## src/rtl/pwm_sample_sched_if.sv

```systemverilog
// Sample-source and PWM-stage signals of the round-robin sample scheduler.
// master = the side supplying samples and consuming the PWM sample, slave = the scheduler.
interface pwm_sample_sched_if #(
  parameter int WIDTH = 16,
  parameter int NCH   = 2
);
  localparam int CHW = $clog2(NCH);

  logic                    en;
  logic [NCH-1:0]          ch_mask;
  logic [NCH-1:0]          in_valid;
  logic [NCH*WIDTH-1:0]    in_data;
  logic [NCH-1:0]          in_ready;
  logic signed [WIDTH-1:0] sample_out;
  logic                    sample_stb;
  logic [CHW-1:0]          sample_ch;
  logic                    underrun;
  logic                    busy;

  modport master (
    output en, ch_mask, in_valid, in_data,
    input  in_ready, sample_out, sample_stb, sample_ch, underrun, busy
  );

  modport slave (
    input  en, ch_mask, in_valid, in_data,
    output in_ready, sample_out, sample_stb, sample_ch, underrun, busy
  );
endinterface

```

## src/rtl/pwm_sample_sched.sv

```systemverilog
// Round-robin scheduler pulling one sample per DIV-cycle period from the next enabled source.
// Strobe DIV cycles after each period start; a source that is not valid by the tick is an underrun.
module pwm_sample_sched #(
  parameter int WIDTH = 16,
  parameter int NCH   = 2,
  parameter int DIV   = 256
) (
  input  logic              clk,
  input  logic              rst,
  pwm_sample_sched_if.slave bus
);
  localparam int CHW = $clog2(NCH);
  localparam int CW  = $clog2(DIV);

  typedef enum logic [1:0] {IDLE, ARB, FETCH, HOLD} state_t;

  state_t                  state;
  logic [CW-1:0]           cnt;
  logic [CHW-1:0]          ptr;
  logic [CHW-1:0]          grant;
  logic [CHW-1:0]          nxt;
  logic [CHW-1:0]          idx;
  logic                    found;
  logic                    tick;
  logic                    hs;
  logic signed [WIDTH-1:0] pending;
  logic signed [WIDTH-1:0] grant_dat;

  assign tick     = (cnt == CW'(DIV - 1));
  assign hs       = (state == FETCH) && (|(bus.in_valid & bus.in_ready));
  assign bus.busy = (state != IDLE);

  // Modulo-NCH search starting after the last grant; works for non-power-of-two NCH.
  always_comb begin
    nxt   = ptr;
    idx   = '0;
    found = 1'b0;
    for (int i = 1; i <= NCH; i++) begin
      idx = CHW'((int'(ptr) + i) % NCH);
      if (!found && bus.ch_mask[idx]) begin
        nxt   = idx;
        found = 1'b1;
      end
    end
  end

  always_comb begin
    grant_dat = '0;
    for (int k = 0; k < NCH; k++) begin
      if (grant == CHW'(k)) grant_dat = bus.in_data[k*WIDTH +: WIDTH];
    end
  end

  always_ff @(posedge clk) begin
    if (rst) begin
      state          <= IDLE;
      cnt            <= '0;
      ptr            <= CHW'(NCH - 1);
      grant          <= '0;
      pending        <= '0;
      bus.sample_out <= '0;
      bus.sample_stb <= 1'b0;
      bus.sample_ch  <= '0;
      bus.in_ready   <= '0;
      bus.underrun   <= 1'b0;
    end else begin
      bus.sample_stb <= 1'b0;
      if (!bus.en || state == IDLE || tick) cnt <= '0;
      else                                  cnt <= cnt + 1'b1;

      if (!bus.en) begin
        // Abandon the period silently: no strobe, pending sample discarded.
        state          <= IDLE;
        bus.in_ready   <= '0;
        bus.sample_out <= '0;
        pending        <= '0;
        bus.underrun   <= 1'b0;
      end else begin
        case (state)
          IDLE: begin
            bus.sample_out <= '0;
            bus.in_ready   <= '0;
            bus.underrun   <= 1'b0;
            state          <= ARB;
          end
          ARB: begin
            if (bus.ch_mask != '0) begin
              grant        <= nxt;
              bus.in_ready <= NCH'(1) << nxt;
              state        <= FETCH;
            end else begin
              grant   <= ptr;
              pending <= '0;
              state   <= HOLD;
            end
          end
          FETCH: begin
            if (hs) begin
              bus.in_ready <= '0;
              if (tick) begin
                // Late arrival on the tick still makes this period's strobe.
                bus.sample_out <= grant_dat;
                bus.sample_ch  <= grant;
                bus.sample_stb <= 1'b1;
                ptr            <= grant;
                state          <= ARB;
              end else begin
                pending <= grant_dat;
                state   <= HOLD;
              end
            end else if (tick) begin
              bus.in_ready   <= '0;
              bus.sample_out <= '0;
              bus.sample_ch  <= grant;
              bus.sample_stb <= 1'b1;
              bus.underrun   <= 1'b1;
              ptr            <= grant;
              state          <= ARB;
            end
          end
          HOLD: begin
            if (tick) begin
              bus.sample_out <= pending;
              bus.sample_ch  <= grant;
              bus.sample_stb <= 1'b1;
              ptr            <= grant;
              state          <= ARB;
            end
          end
          default: state <= IDLE;
        endcase
      end
    end
  end
endmodule
```

## src/flat_wrapper.sv

```systemverilog
// flat-port wrapper written by rule: the top's interface ports become plain ports
module pwm_sample_sched_flat 
#(
  parameter int WIDTH = 16,
  parameter int NCH   = 2,
  parameter int DIV   = 256
)
  (clk, rst, bus_en, bus_ch_mask, bus_in_valid, bus_in_data, bus_in_ready, bus_sample_out, bus_sample_stb, bus_sample_ch, bus_underrun, bus_busy);
  pwm_sample_sched_if #(.WIDTH(WIDTH), .NCH(NCH)) bus_i ();
  input  logic clk;
  input  logic rst;
  input wire logic [$bits(bus_i.en)-1:0] bus_en;
  input wire logic [$bits(bus_i.ch_mask)-1:0] bus_ch_mask;
  input wire logic [$bits(bus_i.in_valid)-1:0] bus_in_valid;
  input wire logic [$bits(bus_i.in_data)-1:0] bus_in_data;
  output wire logic [$bits(bus_i.in_ready)-1:0] bus_in_ready;
  output wire logic [$bits(bus_i.sample_out)-1:0] bus_sample_out;
  output wire logic [$bits(bus_i.sample_stb)-1:0] bus_sample_stb;
  output wire logic [$bits(bus_i.sample_ch)-1:0] bus_sample_ch;
  output wire logic [$bits(bus_i.underrun)-1:0] bus_underrun;
  output wire logic [$bits(bus_i.busy)-1:0] bus_busy;
  assign bus_i.en = bus_en;
  assign bus_i.ch_mask = bus_ch_mask;
  assign bus_i.in_valid = bus_in_valid;
  assign bus_i.in_data = bus_in_data;
  assign bus_in_ready = bus_i.in_ready;
  assign bus_sample_out = bus_i.sample_out;
  assign bus_sample_stb = bus_i.sample_stb;
  assign bus_sample_ch = bus_i.sample_ch;
  assign bus_underrun = bus_i.underrun;
  assign bus_busy = bus_i.busy;
  pwm_sample_sched #(.WIDTH(WIDTH), .NCH(NCH), .DIV(DIV)) u_core (.clk(clk), .rst(rst), .bus(bus_i));
endmodule
```

## config.mk

```make
export PLATFORM = sky130hd
export DESIGN_NAME = pwm_sample_sched_flat
export DESIGN_NICKNAME = d
export VERILOG_FILES = /design/src/rtl/pwm_sample_sched_if.sv /design/src/rtl/pwm_sample_sched.sv /design/src/flat_wrapper.sv
export SDC_FILE = /design/constraint.sdc
export NUM_CORES = 1
export LEC_CHECK = 0
export BUFFER_PORTS_ARGS = -buffer_cell sky130_fd_sc_hd__buf_2
export CORE_UTILIZATION = 54
export CTS_BUF_LIST = sky130_fd_sc_hd__clkbuf_2 sky130_fd_sc_hd__clkbuf_4 sky130_fd_sc_hd__clkbuf_8
export CTS_CLUSTER_DIAMETER = 150
export CTS_CLUSTER_SIZE = 8
export DETAILED_ROUTE_END_ITERATION = 16
export HOLD_SLACK_MARGIN = 0.1
export PLACE_DENSITY_LB_ADDON = 0.2
export SKIP_CTS_REPAIR_TIMING = 1
export SLEW_MARGIN = 25
export SYNTH_ARGS = -nofsm -noshare
export SYNTH_HDL_FRONTEND = slang
export SYNTH_SLANG_ARGS = --single-unit
```

## constraint.sdc

```tcl
create_clock -name clk -period 1.9 [get_ports clk]
set_clock_uncertainty 0.15 [all_clocks]
set_input_delay 0.38 -clock clk [delete_from_list [all_inputs] [get_ports clk]]
set_output_delay 0.38 -clock clk [all_outputs]
set_load 0.02 [all_outputs]
```

==> Word level (Yosys, flattened, before mapping) <==
Cells that the tools add are included.
{ "totals": {"memories": 0, "inputBits": 39, "reg_bits": 49, "mem_bits_ro": 0, "latch_bits": 0, "word_cells": 86, "output_inout_bits": 22, "ramBits": 0} }
{ "op_classes": {"n_reduce_logical": 24, "order_cmp": 2, "mul": 0, "bitwise_logic": 3, "add_sub_neg": 3, "n_eq_ne": 12, "div": 0, "muxes": 31, "shifts": 1} }
{ "ops": {"columns": ["operator", "count"], "rows": [
  ["16-bit two-way mux", 8],
  ["16-bit case mux with 3 select lines", 1],
  ["16-bit case mux with 2 select lines", 1],
  ["1-bit two-way mux", 12],
  ["2-bit two-way mux", 6],
  ["3-bit AND reduction", 4],
  ["8-bit by 1-bit adder with 8-bit output, second input constant", 1],
  ["8-bit == test, second input constant", 1],
  ["2-bit by 1-bit inequality test with 1-bit output, second input constant", 4],
  ["2-bit case mux with 4 select lines", 1],
  ["2-bit nonzero test", 4],
  ["2-bit OR reduction", 4],
  ["2-bit inequality test, second input constant", 3],
  ["2-bit case mux with 3 select lines", 1],
  ["3-bit nonzero test", 2],
  ["2-bit == test, second input constant", 2],
  ["1-bit by 2-bit < comparator with 1-bit output, second input constant", 2],
  ["4-bit AND reduction", 1],
  ["3-bit by 1-bit inequality test with 1-bit output, second input constant", 1],
  ["3-bit OR reduction", 1],
  ["1-bit adder, second input constant", 2],
  ["2-bit bitwise AND", 1],
  ["2-bit by 1-bit == test with 1-bit output, second input constant", 1],
  ["1-bit logical AND", 2],
  ["7 further kinds", 10]
]} }

==> Longest topological paths before layout <==
{ "depth": {"ltp_word": 10, "ltp_mapped": 7, "mapped_depth_nobuf": 5} }

==> Worst setup path after synthesis <==
Ideal clock, no wire load.
{ "synth_timing": {"kind": "register to register", "startpoint": "register u_core.cnt[0]", "endpoint": "register u_core.bus.sample_out[10]", "synth_period_minus_slack_ns": 1.695, "required_time_ns": 1.629, "n_path_buf": 2, "slack_ns": 0.205, "path_stages_with_launch": 8, "arrival_time_ns": 1.424, "setup_time_ns": 0.121, "cell_sequence": "dfxtp_1 > ha_1 > and4_4 > nand3_1 > buf_6 > buf_6 > mux2i_1 > o21bai_1"} }
{ "synth_via": {"elab_chain_len": 3, "elab_cells_between_ends": 4, "classes_between": "3 x eq/ne; 1 x reduce/logical"} }
{ "synth_rtl": {"columns": ["item", "line_no", "rtl"], "rows": [
  ["start: declaration", "pwm_sample_sched.sv:18", "logic [CW-1:0] cnt;"],
  ["start signal: assignment", "pwm_sample_sched.sv:69", "else cnt <= cnt + 1'b1;"],
  ["8-bit == test (*)", "pwm_sample_sched.sv:29", "assign tick = (cnt == CW'(DIV - 1));"],
  ["2-bit by 1-bit inequality test with 1-bit output (no line)", null, null],
  ["3-bit AND reduction (no line) (*)", null, null],
  ["end signal: assignment", "pwm_sample_sched.sv:102", "bus.sample_out <= grant_dat;"],
  ["end signal: assignment", "pwm_sample_sched.sv:123", "bus.sample_out <= pending;"],
  ["end: declaration", "pwm_sample_sched_if.sv:27", "output in_ready, sample_out, sample_stb, sample_ch, underrun, busy"]
]} }
Mark *: on every way between the ends. The rest lies on a longest branch, timed or not.
A chain may end at the register's enable or synchronous reset.

==> Worst setup path after layout <==
{ "layout_timing": {"startpoint": "register u_core.cnt[0]", "endpoint": "register u_core.bus.sample_out[1]"} }
The elaborated chain is that of the path after synthesis.

==> results_dict.tcl <==
set metrics [dict create \
    drive_above_1_share_pct 27.4 \
    clk_pin_slew_ns 0.08 \
    io_pins 61 \
    combPwrFrac_pct 8.5 \
    grt_pass1_wl_um 8600 \
    seq_power_share_pct 57.1 \
    wl_um 5130 \
    vdd_drop_max_mv 0.409 \
    drt-initial-drc-count 109 \
    firstDrtPassIters 4 \
    ys_seq_elements 49 \
    hold_viol_final 0 \
    route.detailed.drc 0 \
    synthCells 251 \
    seqCellArea_um2 981 \
    wl_per_cell_um 14.0 \
    finalCriticalPeriod_ns 1.79 \
    hp-class "in -> reg" \
    power_density_mw_per_mm2 648 \
    cts_tree "built" \
    synth_area_per_cell_um2 9.11 \
    groute.usage.overall_pct 25.3 \
    die_h_um 67.1 \
    finalCritPeriodShare_pct 94.3 \
    multi_input_area_mm2 0.00120 \
    p_leak_nw 1.23 \
    yosys.area_share.simple_pct 20.1 \
    synth_fa_ha_area_share_pct 0.547 \
    required_ns 1.93 \
    die_w_um 67.1 \
    max-slew-margin-rel_pct 80.7 \
    grt_pass1_vias 1925 \
    hpwl_um 3630 \
    synth_top_area_cell "dfxtp_1" \
    synth_area_leaders "dfxtp_1 (43%), mux2i_1 (14%), nand3_1 (8.5%)" \
    cts.sinks 49 \
    gp_congestion 0.767 \
    grt_overflow 0 \
    layout.nets 357 \
    antenna_found_initial 0 \
    rows 23 \
    path_class "reg -> reg" \
    muxShareOfSynthArea_pct 14.0 \
    clockBufferDepth 2 \
    ys_types 33 \
    p_clk_share_pct 34.4 \
    synth-xor-area-share_pct 2.30 \
    ant_nets 0 \
    switchingPower_mw 0.411 \
    core_mm2 0.00403 \
    arrival_ns 1.82 \
    post-route-util_pct 69.5 \
    crit_fanout 16 \
    n_fill_cell 352 \
    final_common_cell "buf_2" \
    tightest_slew_ns 0.281 \
    final_max_slew_viol_count 0 \
    grt_start_max_net_pins 33 \
    area_growth_pct 22.4 \
    p_int_mw 1.40 \
    port_buffers 60 \
    end_kind "register" \
    htreeDepth 2 \
    setup_tns_ns 0 \
    insertion_delay_ns 0.29 \
    rsz0062_at_grt "false" \
    status "complete, no violations" \
    cp-start-kind "register" \
    n_antenna_cell 0 \
    cts_root_buf "clkbuf_8" \
    setup_viol 0 \
    cts_buffers 5 \
    maxCapViolCount 0 \
    synth_top_family_by_area "simple AND/OR/NAND/NOR gates" \
    yosysWarningCount 0 \
    ys_seq_area_share_pct 42.9 \
    netlist_area_mm2 0.00229 \
    p_sw_share_pct 22.6 \
    die_area_mm2 0.00450 \
    start_util_pct 56.8 \
    viasPerCell 5.65 \
    fmax_ghz 0.558 \
    synth-compound-area-share_pct 15.5 \
    synth_top_area_share_pct 42.9 \
    synth_nets 291 \
    fin_total_pwr_mw 1.81 \
    layout_common_cells "buf_2 (60), dfxtp_1 (49), nand3_1 (39)" \
    routed-via-count 2074 \
]
## flip-flops by register name, summed over array words and instances (netlist names)
register,flops
u_core.cnt,8
u_core.state,2
u_core.bus.in_ready,2
u_core.bus.sample_stb,1
u_core.pending,16
u_core.ptr,1
u_core.grant,1
u_core.bus.sample_ch,1
u_core.bus.underrun,1
u_core.bus.sample_out,16
## metal layers
layer / global-route usage (%) / vias to the layer above / routed length (µm)
met4: 9.04 / 0 / 56
met3: 4.11 / 5 / 215
met5: 0 / - / 0
li1: - / 1033 / -
met1: 32.2 / 985 / 2340
met2: 42.5 / 51 / 2520
## stage by stage
stage	hold WS [ns]	worst slack, ns	instance area (µm²)	std cells
floorplan	0.280	0.205	2290	251
global placement	0.296	0.200	2710	360
detailed placement	0.300	0.136	2710	360
CTS	0.134	0.122	2800	367
global route	0.152	0.00349	2800	367
finish	0.142	0.108	2800	367
## path summary, 6_finish.rpt
check                                    from                  endpoint  slack [ns]  cells after the start
worst max-delay path            u_core.cnt[0]  u_core.bus.sample_out[1]        0.11                      6
worst min-delay path                      rst      u_core.bus.sample_ch        0.14                      2
worst max register to register  u_core.cnt[0]  u_core.bus.sample_out[1]        0.11                      6
worst min register to register  u_core.cnt[0]             u_core.cnt[0]        0.32                      1
## Yosys cell counts
| cell | instances |
|---|---|
| nand3b_1 | 1 |
| a32o_1 | 2 |
| nor2_1 | 15 |
| dfxtp_1 | 49 |
| a31oi_1 | 2 |
| and2b_1 | 2 |
| ha_1 | 1 |
| mux2i_1 | 32 |
| o21bai_1 | 16 |
| nor3_1 | 3 |
| nand4_2 | 1 |
| a22o_1 | 1 |
| o21ai_0 | 5 |
| o31ai_1 | 16 |
| a211oi_1 | 1 |
| xnor2_1 | 3 |
| xor2_1 | 3 |
| a22oi_1 | 1 |
| inv_1 | 4 |
| nand2b_1 | 3 |
| or2_2 | 1 |
| buf_2 | 13 |
| a21oi_1 | 4 |
| and4b_1 | 1 |
| nand4_1 | 1 |
| nor2b_1 | 1 |
| and4_4 | 1 |
| nand2_1 | 23 |
| buf_6 | 2 |
| nand3_1 | 39 |
| o211ai_2 | 1 |
| and3_1 | 2 |
| clkbuf_2 | 1 |
## cells by family (layout without fill, tap and decap cells)
group	after synthesis	after routing
AND/OR/NAND/NOR	94	94
flip-flops	49	49
adder cells (fa/ha/maj)	1	1
AO/OA/AOI/OAI	49	49
multiplexers	32	32
XOR/XNOR	6	6
buffers and inverters	20	86
## area by class of cell
type | count | area share [%]
Multi-Input combinational cell | 182 | 42.9
Inverter | 4 | 0.536
Timing Repair Buffer | 75 | 16.1
Tap cell | 50 | 2.23
Sequential cell | 49 | 35.0
Clock buffer | 7 | 3.22
## critical path, cell delays in order (launching register included)
cell and delay (ns):
dfxtp_1 0.38, ha_1 0.19, and4_4 0.24, nand3_1 0.20
buf_12 0.24, mux2i_1 0.12, o21bai_1 0.15
## power by group through the flow
stage	Combinational (mW)	Clock, mW	Sequential [mW]
after detailed placement	0.154	0	1.06
after global placement	0.151	0	1.06
after global routing	0.169	0.677	1.04
after CTS	0.155	0.637	1.04
final	0.154	0.623	1.04
after floorplan	0.0786	0	1.06
(Power assumes the default switching activity.)
